## src/rtl/vga_pkg.sv

```systemverilog
// Shared types and constants for the VGA timing generator: FSM states,
// default 800x480 timing and fixed colours.
package vga_pkg;

    typedef enum logic [1:0] {
        ST_IDLE      = 2'd0,
        ST_WAIT_FILL = 2'd1,
        ST_RUN       = 2'd2
    } vga_state_e;

    localparam int DEF_HDISP  = 800;
    localparam int DEF_VDISP  = 480;
    localparam int DEF_HFP    = 40;
    localparam int DEF_HPULSE = 48;
    localparam int DEF_HBP    = 40;
    localparam int DEF_VFP    = 13;
    localparam int DEF_VPULSE = 3;
    localparam int DEF_VBP    = 29;

    localparam logic [23:0] RGB_BLACK     = 24'h000000;
    localparam logic [23:0] RGB_UNDERFLOW = 24'hFF00FF;

    // True when v lies in the half-open window [lo, hi).
    function automatic logic in_window(input int v, input int lo, input int hi);
        return (v >= lo) && (v < hi);
    endfunction

endpackage

```

## src/rtl/vga_counter.sv

```systemverilog
// Free-running modulo-MOD counter with enable; wrap is high in the cycle
// the counter steps from MOD-1 back to 0, so a cascaded counter steps with it.
module vga_counter #(
    parameter int MOD = 2,
    parameter int W   = 1
) (
    input  logic         clk,
    input  logic         rst_n,
    input  logic         en,
    output logic [W-1:0] cnt,
    output logic         wrap
);

    localparam logic [W-1:0] LAST = W'(MOD - 1);

    logic [W-1:0] cnt_d;
    logic [W-1:0] cnt_q;

    // Next count and wrap strobe.
    always_comb begin
        cnt_d = cnt_q;
        wrap  = 1'b0;
        if (en) begin
            if (cnt_q == LAST) begin
                cnt_d = {W{1'b0}};
                wrap  = 1'b1;
            end else begin
                cnt_d = cnt_q + W'(1);
                wrap  = 1'b0;
            end
        end else begin
            cnt_d = cnt_q;
            wrap  = 1'b0;
        end
    end

    // Count register.
    always_ff @(posedge clk or negedge rst_n) begin
        if (!rst_n) begin
            cnt_q <= {W{1'b0}};
        end else begin
            cnt_q <= cnt_d;
        end
    end

    assign cnt = cnt_q;

endmodule

```

## src/rtl/vga_timing_gen.sv

```systemverilog
// VGA timing generator fed by a show-ahead RGB FIFO; starts streaming at the
// first frame start after the FIFO fills. Define VGA_TEST_PATTERN_EN to replace
// the FIFO path with 8 vertical colour bars.
module vga_timing_gen
    import vga_pkg::*;
#(
    parameter int HDISP  = DEF_HDISP,
    parameter int VDISP  = DEF_VDISP,
    parameter int HFP    = DEF_HFP,
    parameter int HPULSE = DEF_HPULSE,
    parameter int HBP    = DEF_HBP,
    parameter int VFP    = DEF_VFP,
    parameter int VPULSE = DEF_VPULSE,
    parameter int VBP    = DEF_VBP
) (
    input  logic        pixel_clk,
    input  logic        pixel_rst_n,
    input  logic [23:0] fifo_rdata,
    input  logic        fifo_rempty,
    input  logic        fifo_wfull,
    output logic        fifo_read,
    output logic        vga_hs,
    output logic        vga_vs,
    output logic        vga_blank,
    output logic [23:0] vga_rgb,
    output logic        underflow
);

    localparam int HTOT = HFP + HPULSE + HBP + HDISP;
    localparam int VTOT = VFP + VPULSE + VBP + VDISP;
    localparam int HW   = $clog2(HTOT);
    localparam int VW   = $clog2(VTOT);

    logic [HW-1:0] h_cnt_s;
    logic [VW-1:0] v_cnt_s;
    logic          h_wrap_s;
    logic          v_wrap_unused_s;

    vga_counter #(.MOD(HTOT), .W(HW)) u_h_counter (
        .clk   (pixel_clk),
        .rst_n (pixel_rst_n),
        .en    (1'b1),
        .cnt   (h_cnt_s),
        .wrap  (h_wrap_s)
    );

    vga_counter #(.MOD(VTOT), .W(VW)) u_v_counter (
        .clk   (pixel_clk),
        .rst_n (pixel_rst_n),
        .en    (h_wrap_s),
        .cnt   (v_cnt_s),
        .wrap  (v_wrap_unused_s)
    );

    vga_state_e  state_d, state_q;
    logic        hs_d, hs_q;
    logic        vs_d, vs_q;
    logic        blank_d, blank_q;
    logic [23:0] rgb_d, rgb_q;
    logic        underflow_d, underflow_q;

    logic        h_act_s, v_act_s, active_s;
    logic        frame_start_s, start_ok_s;
    logic        need_read_s;
    logic [23:0] pixel_s;

    // Layout decode: front porch, sync, back porch, then the visible area last.
    always_comb begin
        h_act_s       = in_window(32'(h_cnt_s), HTOT - HDISP, HTOT);
        v_act_s       = in_window(32'(v_cnt_s), VTOT - VDISP, VTOT);
        active_s      = h_act_s && v_act_s;
        hs_d          = !in_window(32'(h_cnt_s), HFP, HFP + HPULSE);
        vs_d          = !in_window(32'(v_cnt_s), VFP, VFP + VPULSE);
        blank_d       = active_s;
        frame_start_s = (h_cnt_s == {HW{1'b0}}) && (v_cnt_s == {VW{1'b0}});
    end

`ifdef VGA_TEST_PATTERN_EN
    logic [HW-1:0] x_s;
    logic [2:0]    bar_s;
    logic          fifo_unused_s;

    // Bar index of the current visible column.
    always_comb begin
        x_s           = h_cnt_s - HW'(HTOT - HDISP);
        bar_s         = 3'((32'(x_s) * 32'd8) / 32'(HDISP));
        fifo_unused_s = ^{fifo_rdata, fifo_rempty, fifo_wfull};
        start_ok_s    = 1'b1;
        need_read_s   = (state_q == ST_RUN) && active_s;
        fifo_read     = 1'b0;
        underflow_d   = 1'b0;
        pixel_s       = {{8{bar_s[2]}}, {8{bar_s[1]}}, {8{bar_s[0]}}};
    end
`else
    // FIFO pixel path; an empty FIFO when a pixel is due shows magenta.
    always_comb begin
        start_ok_s  = fifo_wfull;
        need_read_s = (state_q == ST_RUN) && active_s;
        fifo_read   = need_read_s && !fifo_rempty;
        underflow_d = underflow_q || (need_read_s && fifo_rempty);
        if (fifo_rempty) begin
            pixel_s = RGB_UNDERFLOW;
        end else begin
            pixel_s = fifo_rdata;
        end
    end
`endif

    // Next state: streaming only begins on a frame boundary.
    always_comb begin
        state_d = state_q;
        case (state_q)
            ST_IDLE: begin
                state_d = ST_WAIT_FILL;
            end
            ST_WAIT_FILL: begin
                if (start_ok_s && frame_start_s) begin
                    state_d = ST_RUN;
                end else begin
                    state_d = ST_WAIT_FILL;
                end
            end
            ST_RUN: begin
                state_d = ST_RUN;
            end
            default: begin
                state_d = ST_IDLE;
            end
        endcase
    end

    // Pixel colour: black outside the visible area and before streaming starts.
    always_comb begin
        if (need_read_s) begin
            rgb_d = pixel_s;
        end else begin
            rgb_d = RGB_BLACK;
        end
    end

    // State and output registers.
    always_ff @(posedge pixel_clk or negedge pixel_rst_n) begin
        if (!pixel_rst_n) begin
            state_q     <= ST_IDLE;
            hs_q        <= 1'b1;
            vs_q        <= 1'b1;
            blank_q     <= 1'b0;
            rgb_q       <= RGB_BLACK;
            underflow_q <= 1'b0;
        end else begin
            state_q     <= state_d;
            hs_q        <= hs_d;
            vs_q        <= vs_d;
            blank_q     <= blank_d;
            rgb_q       <= rgb_d;
            underflow_q <= underflow_d;
        end
    end

    assign vga_hs    = hs_q;
    assign vga_vs    = vs_q;
    assign vga_blank = blank_q;
    assign vga_rgb   = rgb_q;
    assign underflow = underflow_q;

endmodule

```

## config.mk

```make
export PLATFORM = sky130hd
export DESIGN_NAME = vga_timing_gen
export DESIGN_NICKNAME = d
export VERILOG_FILES = /design/src/rtl/vga_pkg.sv /design/src/rtl/vga_counter.sv /design/src/rtl/vga_timing_gen.sv
export SDC_FILE = /design/constraint.sdc
export NUM_CORES = 1
export LEC_CHECK = 0
export ABC_CLOCK_PERIOD_IN_PS = 2300
export CORE_ASPECT_RATIO = 1.4
export CORE_UTILIZATION = 48
export DETAILED_ROUTE_END_ITERATION = 12
export PLACE_DENSITY = 0.91
export SLEW_MARGIN = 0
export SYNTH_ARGS = -nofsm -noshare
export SYNTH_HDL_FRONTEND = slang
export SYNTH_SLANG_ARGS = --single-unit
```

## constraint.sdc

```tcl
create_clock -name pixel_clk -period 2.3 [get_ports pixel_clk]
set_input_delay 0.46 -clock pixel_clk [delete_from_list [all_inputs] [get_ports pixel_clk]]
set_output_delay 0.46 -clock pixel_clk [all_outputs]
set_load 0.1 [all_outputs]
```

# == After elaboration in Yosys (flattened, before gate mapping) ==
# Index checks and enable logic that the tools add are counted.
# totals
reg_bits,50
inputBits,28
out_inout_bits,29
word_cells,46
# op_classes
n_addsub,2
order_cmp,8
n_eq_ne,4
n_mux,7
n_reduce_logical,17
# ops
cell,n
24-bit two-way mux,2
"10-bit by 1-bit adder with 10-bit output, second input constant",2
"10-bit == test, second input constant",2
"10-bit by 6-bit >= comparator with 1-bit output, second input constant",2
10-bit logical NOT,2
"10-bit less-than comparator, second input constant",2
10-bit two-way mux,2
"10-bit by 4-bit >= comparator with 1-bit output, second input constant",1
"10-bit by 8-bit >= comparator with 1-bit output, second input constant",1
1-bit logical AND,10
"10-bit by 5-bit less-than comparator with 1-bit output, second input constant",1
"10-bit by 7-bit less-than comparator with 1-bit output, second input constant",1
2-bit case mux with 3 select lines,1
1-bit logical NOT,3
"2-bit by 1-bit == test with 1-bit output, second input constant",1
"2-bit == test, second input constant",1
2-bit logical NOT,1
2-bit two-way mux,1
1-bit logical OR,1
1-bit two-way mux,1

# == Longest topological paths before layout ==
# Gate-level depths: netlist of run 1.
# depth
ltp_word,6
ltp_mapped,8
ltp_nobuf,7

# == Cells and area by module ==
# Synthesis of run 1 repeated with hierarchy kept, for this count alone.
# hier_totals
cells_unflattened,210
area_unflattened_um2,2240.9
# by_module_without_submodules
module,instances,cells_each,area_per_inst_um2,seq_area_each_um2
vga_timing_gen,1,109,1194.9,753.2
vga_counter at u_v_counter,1,50,530.5,250.2
vga_counter at u_h_counter,1,51,515.5,250.2

# == Least setup slack after synthesis of run 1 ==
# OpenSTA, ideal clock, no wires.
# synth_timing
path_kind,register to output
start,"register u_v_counter.cnt_q[5], in the netlist u_v_counter.cnt[5]"
end,output port fifo_read
t_arrival_ps,2748
required_time_ps,1840
slack_ps,-908
stages_incl_launch_ff,7
n_path_buf,1
path_cell_list,dfrtp_1 -> or2_4 -> o21bai_1 -> a211oi_2 -> nand4b_4 -> buf_2 -> nor2_1
# synth_between
elab_chain_len,5
elab_cells_between_ends,6
cone_classes,order compare (2); reduce/logical (4)
# synth_lines
item,line_no,source
"start, declared",vga_counter.sv:17,logic [W-1:0] cnt_q;
"start signal, assigned",vga_counter.sv:40,cnt_q <= {W{1'b0}};
"start signal, assigned",vga_counter.sv:42,cnt_q <= cnt_d;
10-bit by 6-bit >= comparator with 1-bit output or 10-bit less-than comparator (tied branches),vga_pkg.sv:25,return (v >= lo) && (v < hi);
1-bit logical AND *,vga_pkg.sv:25,
1-bit logical AND *,vga_timing_gen.sv:71,active_s = h_act_s && v_act_s;
1-bit logical AND *,vga_timing_gen.sv:98,need_read_s = (state_q == ST_RUN) && active_s;
1-bit logical AND *,vga_timing_gen.sv:99,fifo_read = need_read_s && !fifo_rempty;
"end, declared",vga_timing_gen.sv:21,"output logic fifo_read,"
# Mark *: on every way between the ends. The rest lies on a longest branch, timed or not.

# == Worst setup path in the final report of run 1 ==
# Ends and elaborated chain as after synthesis.

==> results of run 1 <==
[layout make-up]
cell class                 instances  area [um2]  area share, %
clock buffer                       6        82.6           2.76
timing repair buffer              70         617           20.6
sequential                        50        1260           42.0
inverter                           6        22.5          0.753
tap                               60        75.1           2.51
multi-input combinational        147         923           30.9
clock inverter                     2        12.5          0.419
[power breakdown]
part	switching (mW)	total, mW	leakage, nW	internal [mW]
combinational	0.0349	0.0838	0.667	0.0489
clock	0.278	0.520	0.0472	0.242
sequential	0	0.878	0.670	0.878
total	0.313	1.48	1.38	1.17
[cell families (layout without fill, tap and decap cells)]
kind of cell / after synthesis / after routing / synth area share, %
AO/OA/AOI/OAI: 22 / 22 / 6.82
AND/OR/NAND/NOR: 111 / 111 / 26.2
adder cells (fa/ha/maj): 5 / 5 / 2.87
buffers and inverters: 15 / 84 / 3.09
XOR/XNOR: 9 / 9 / 3.61
flip-flops: 50 / 50 / 57.4
[worst register-to-register path: cells and delay by family (launching register included)]
family	cells	cell delay, ns
xor+xnor	1	0.18
fa+ha+maj	1	0.22
flops	1	0.41
simple gates	3	1.05
[registers in the layout, summed over array words and instances, names as in the netlist]
register / flops
vga_blank: 1
underflow: 1
u_h_counter.cnt: 10
u_v_counter.cnt: 10
vga_hs: 1
state_q: 2
vga_vs: 1
vga_rgb: 24
[worst min path at each step]
stage | slack [ns] | start | depth (start not counted) | endpoint
CTS | 0.14 | pixel_rst_n | 1 | vga_rgb[9]
detailed placement | 0.43 | state_q[1] | 1 | state_q[0]
global route | 0.16 | pixel_rst_n | 1 | u_h_counter.cnt[7]
global placement | 0.43 | state_q[1] | 1 | state_q[0]
floorplan | 0.16 | pixel_rst_n | 0 | state_q[0]
finish | 0.12 | pixel_rst_n | 1 | vga_rgb[9]
[layout by cell type (no fill, tap or decap), types with 2 or more instances in the layout]
master / instances
sky130_fd_sc_hd__nand2_1: 20
sky130_fd_sc_hd__buf_4: 40
sky130_fd_sc_hd__inv_1: 4
sky130_fd_sc_hd__xnor2_1: 5
sky130_fd_sc_hd__nor2_4: 2
sky130_fd_sc_hd__o31ai_1: 2
sky130_fd_sc_hd__nand3b_1: 3
sky130_fd_sc_hd__and2_1: 2
sky130_fd_sc_hd__nor3b_2: 3
sky130_fd_sc_hd__dfrtp_2: 2
sky130_fd_sc_hd__buf_12: 2
sky130_fd_sc_hd__nor3b_1: 6
sky130_fd_sc_hd__inv_2: 2
sky130_fd_sc_hd__nor2b_1: 2
sky130_fd_sc_hd__nor2_1: 42
sky130_fd_sc_hd__and3_1: 2
sky130_fd_sc_hd__o21ai_0: 6
sky130_fd_sc_hd__dfstp_2: 2
sky130_fd_sc_hd__clkdlybuf4s50_1: 26
sky130_fd_sc_hd__clkbuf_8: 6
sky130_fd_sc_hd__a21oi_1: 4
sky130_fd_sc_hd__nand4_1: 2
sky130_fd_sc_hd__xor2_1: 4
sky130_fd_sc_hd__o311ai_0: 2
sky130_fd_sc_hd__or3_1: 2
sky130_fd_sc_hd__ha_1: 3
sky130_fd_sc_hd__nor3_1: 7
sky130_fd_sc_hd__nand3_1: 10
sky130_fd_sc_hd__dfrtp_1: 46
sky130_fd_sc_hd__o21bai_1: 2
[timing repair]
item                       CTS  global route
pin swaps                    6             7
gates resized for setup      6             8
buffers inserted             7             4
hold buffers                 0             0
cloned                       0             0
setup endpoints to repair    1             1
[per-stage QoR]
step	area [um2]	setup WS, ns	util, %	hold slack, ns	total power, mW
floorplan	2200	-0.0841	-	0.164	0.912
global placement	2750	0.229	63.9	0.432	0.979
detailed placement	2750	0.144	63.9	0.432	0.980
CTS	2910	-0.0517	67.6	0.141	1.49
global route	2990	-0.135	69.4	0.163	1.54
finish	2990	-0.0672	69.4	0.121	1.48
[metal layers]
layer / GRT usage, % / vias up / share of wire (%)
met4: 11.9 / 0 / 2.1
met1: 22.4 / 856 / 41
met2: 36.6 / 71 / 51
met5: 0 / - / 0
li1: - / 843 / -
met3: 5.20 / 11 / 6.0
==> flow_summary.toml, run 1 <==
[place]
port_buffers = 56
gp_congestion = 0.816
numPlacedInstances = 322
dp_hpwl_um = 3250

[pwr]
leakage_nw = 1.38
ir_worst_vdd_uv = 388
power_density_nw_per_um2 = 496

[critical_path]
required_ns = 1.84
launching_point_of_the_worst_reg2reg_path = "u_h_counter.cnt[0]"
depth_of_the_critical_timing_path_with_buffers_and_inverters_included = 6
cp_data_arrival_time_ns = 1.91
worst_path_dominant_cell_family = "simple AND/OR/NAND/NOR gates"
critical_path_peak_fanout = 2
critical_path.cell_chain = "or2_4, o21bai_4, a211oi_4, nand4b_4, nor2_4, buf_12"
path_buf_inv = 1
worst_setup_path_end_kind = "output port"
timing_worst_setup_path_type = "reg2out"
r2r_setup_slack_ns = 0.37
worst_path_max_delay_cell = "sky130_fd_sc_hd__dfrtp_1"
r2r_end = "u_v_counter.cnt[6]"
r2r.worst_path.cells = 5
cp-start-kind = "flop"
crit_path_end = "fifo_read"
critPathLaunch = "u_v_counter.cnt[5]"
cpPeakStageDelay_ns = 0.40

[timing]
clock.fmax_ghz = 0.422
worst_slew_pin_slew_ns = 0.617
post-route-worst-setup-slack_ns = -0.0672
final_hold_viol_count = 0
timing.final.crit_share_pct = 103
final_setup_skew_ns = 0.00769
timing_max_transition_violations_final = 0
max_slew_margin_pct = 58.3
setup_repair_after_global_routing_missed_its_margin = "true"
finalSetupViolations = 1
setup_tns_ns = -0.0672
layout_min_cycle_time_ns = 2.37

[route]
num_vias = 1781
drtPass1Iterations = 4
route.detailed.wl_per_inst_um = 14.3
wirelength_um = 4890
dr.first_iter.drc_count = 91
viasPerCell = 5.22
ant_nets = 0
detail_route.drc_violations = 0

[final_layout]
design.final.nets = 313
layout_area_overhead_pct = 36.9
fillers = 288
post_route_cells_drive_above_1_share_pct = 25.6
antenna_cells = 0
layoutNonFillerInstCount = 341

[cts]
cts_max_path_buffers = 2
clk_pin_slew_ns = 0.09
cts.sink_count = 50
cts.root.buffer_cell = "sky130_fd_sc_hd__clkbuf_8"
worstSkewPairLatency_ns = 0.30
h_tree_levels = 2
cts_made_buffers = 5
cts_tree = "built"

[min_path]
hold_path_class = "in2async"

[run]
cap_viol_max_count = 0

[floorplanning]
rows = 28
die_footprint_um2 = 4830
initial_utilization_pct = 50.7
die_w_um = 59
io_pins = 57
core_um2 = 4310
floorplan.die.height_um = 81.8

[logic_synthesis]
yosysMostFrequentCell = "sky130_fd_sc_hd__dfrtp_1"
synth.cells.most_frequent = "48 x sky130_fd_sc_hd__dfrtp_1, 44 x sky130_fd_sc_hd__nor2_1, 20 x sky130_fd_sc_hd__nand2_1"
yosys_register_bits = 50
synthesis.yosys.warnings = 0
synth_edf_count = 0
gate_count_of_the_mapped_netlist = 212
synth-seq-area-share_pct = 57.4
synthDominantCellAreaShare_pct = 55.0
synth_area_leader_cell = "sky130_fd_sc_hd__dfrtp_1"
synth.net_count = 245
avgSynthCellArea_um2 = 10.3
synth.lib_cells_used.distinct = 38
asyncSetResetFlopFracSynth_pct = 100
synth.cell_area_um2 = 2180
yosys_most_used_dff = "sky130_fd_sc_hd__dfrtp_1"
netlist_top_cells_area = "sky130_fd_sc_hd__dfrtp_1 55%, sky130_fd_sc_hd__nor2_1 7.6%, sky130_fd_sc_hd__nand2_1 3.4%"

[grt]
antenna_violations_before_repair = 0
grt_first_pass_wirelength_um = 7470
grt_max_degree = 29
first_global_vias = 1695
track_usage_pct = 20.8
gr-total-overflow = 0

[status]
violations = "setup timing"
outcome = "complete, but fails checks"
No activity file was read; power rests on OpenSTA's default activity.
==> inputs of run 2 (changes only) <==
ABC_CLOCK_PERIOD_IN_PS = unset   (was 2300)
==> results of run 2 <==
Final layout, timing and power as in run 1 (identical DEF).
==> inputs of run 3 (changes only) <==
--- a/constraint.sdc
+++ b/constraint.sdc
@@ -3,2 +3,2 @@
 set_output_delay 0.46 -clock pixel_clk [all_outputs]
-set_load 0.1 [all_outputs]
+set_load 0.02 [all_outputs]
==> flow_summary.toml, run 3 (synthesis results as in run 1) <==
[status]
outcome = "finished, final reports clean"

[critical_path]
r2r.worst_path.cells = 4
r2r_setup_slack_ns = 0.16
cp_data_arrival_time_ns = 1.83
worst_path_max_delay_cell = "sky130_fd_sc_hd__dfrtp_1"
r2r_end = "u_v_counter.cnt[1]"
launching_point_of_the_worst_reg2reg_path = "u_v_counter.cnt[8]"
required_ns = 1.84
cp-start-kind = "flop"
critical_path.cell_chain = "or2_4, o21bai_4, a211oi_4, nand4b_4, nor2_4, buf_6"
timing_worst_setup_path_type = "reg2out"
critical_path_peak_fanout = 2
cpPeakStageDelay_ns = 0.39
worst_setup_path_end_kind = "output port"

[floorplanning]
rows = 28
io_pins = 57
floorplan.die.height_um = 81.8
die_footprint_um2 = 4830
initial_utilization_pct = 50.7
core_um2 = 4310
die_w_um = 59

[timing]
clock.fmax_ghz = 0.436
worst_slew_pin_slew_ns = 0.785
finalSetupViolations = 0
max_slew_margin_pct = 47.0
timing.final.crit_share_pct = 99.7
final_setup_skew_ns = 0.00993
setup_tns_ns = 0
layout_min_cycle_time_ns = 2.29
setup_repair_after_global_routing_missed_its_margin = "true"
final_hold_viol_count = 0
timing_max_transition_violations_final = 0

[cts]
cts_made_buffers = 5
cts_hold_buffers = 0
cts.sink_count = 50
worstSkewPairLatency_ns = 0.30
cts_tree = "built"
cts_max_path_buffers = 2
clk_pin_slew_ns = 0.09
cts.root.buffer_cell = "sky130_fd_sc_hd__clkbuf_8"
h_tree_levels = 2

[min_path]
hold_path_class = "in2async"

[route]
ant_nets = 0
route.detailed.wl_per_inst_um = 17.2
wirelength_um = 6160
dr.first_iter.drc_count = 159
detail_route.drc_violations = 0
drtPass1Iterations = 4
num_vias = 1942
viasPerCell = 5.42

[final_layout]
finish.utilization_pct = 73.4
post_route_cells_drive_above_1_share_pct = 18.8
commonest_cells_after_routing_fill_and_taps_aside = "54 x sky130_fd_sc_hd__clkdlybuf4s50_1, 48 x sky130_fd_sc_hd__dfrtp_1, 43 x sky130_fd_sc_hd__nor2_1"
design.final.nets = 330
stdcell_area_um2 = 3160
layout_area_overhead_pct = 44.9
layout_commonest_cell = "sky130_fd_sc_hd__clkdlybuf4s50_1"
antenna_cells = 0
largest_register_ff_count = 24

[place]
dp_hpwl_um = 3920
gp_congestion = 0.805
dpl-instance-area_um2 = 2960
port_buffers = 56

[grt]
first_global_vias = 1913
gr-total-overflow = 0
track_usage_pct = 24.7
antenna_violations_before_repair = 0
grt_first_pass_wirelength_um = 8690
grt_max_degree = 29

[pwr]
ir_worst_vdd_uv = 344
power_density_nw_per_um2 = 498
total_power_mw = 1.57
leakage_nw = 1.41

[run]
cap_viol_max_count = 0
==> run 3: changes by cell type in the layout (fill, tap and decap cells not counted), moves of 2 or more <==
cell | previous run | this run
sky130_fd_sc_hd__dfrtp_1 | 46 | 48
sky130_fd_sc_hd__buf_4 | 40 | 31
sky130_fd_sc_hd__dfrtp_2 | 2 | 0
sky130_fd_sc_hd__clkdlybuf4s50_1 | 26 | 54
sky130_fd_sc_hd__buf_12 | 2 | 0
==> run 3: area by class of cell <==
type                       count  area, um2
tap                           60       75.1
timing repair buffer          87        790
inverter                       6       22.5
clock buffer                   6       72.6
clock inverter                 2       37.5
multi-input combinational    147        913
fill                         270       1140
sequential                    50       1250
==> run 3: worst max-delay path by stage <==
stage                  startpoint         to  slack [ns]
2_1_floorplan  u_v_counter.cnt[5]  fifo_read        0.06
3_3_place_gp   u_v_counter.cnt[5]  fifo_read       -0.07
3_5_place_dp   u_v_counter.cnt[1]  fifo_read       -0.17
5_1_grt        u_v_counter.cnt[1]  fifo_read       -0.09
4_1_cts        u_v_counter.cnt[5]  fifo_read       0.006
6_report       u_v_counter.cnt[4]  fifo_read       0.007
==> run 3: critical path, delay by kind of cell (launching register included) <==
family / cells / cell delay, ns
buffers and inverters: 1 / 0.12
AND/OR/NAND/NOR: 3 / 0.54
flip-flops: 1 / 0.39
AO/OA/AOI/OAI: 2 / 0.47
==> run 3: report_power, final <==
| part | total (mW) | switching [mW] | leakage, nW | internal [mW] |
|---|---|---|---|---|
| Sequential | 0.878 | 0 | 0.672 | 0.878 |
| Combinational | 0.0849 | 0.0371 | 0.690 | 0.0478 |
| Clock | 0.611 | 0.287 | 0.0514 | 0.325 |
==> run 3: metal layers <==
| layer | up-vias | wire, um | track usage [%] |
|---|---|---|---|
| li1 | 877 | - | - |
| met1 | 932 | 2160 | 24.4 |
| met2 | 114 | 3290 | 44.7 |
| met3 | 19 | 507 | 6.61 |
| met4 | 0 | 206 | 16.0 |
| met5 | - | 0 | 0 |
==> run 3: through the flow <==
stage | hold WS (ns) | instances | setup slack (ns)
final | 0.162 | 358 | 0.00689
after detailed placement | 0.436 | 345 | -0.174
after CTS | 0.178 | 353 | 0.00560
after global routing | 0.208 | 358 | -0.0910
after floorplan | 0.164 | 212 | 0.0625
after global placement | 0.430 | 345 | -0.0697
==> run 3: what timing repair did <==
action                                 CTS  global route
gates resized for setup                  9             9
endpoints found under the hold margin    0             0
pin swaps                                2             6
setup endpoints to repair                1             1
buffers inserted                         0             5
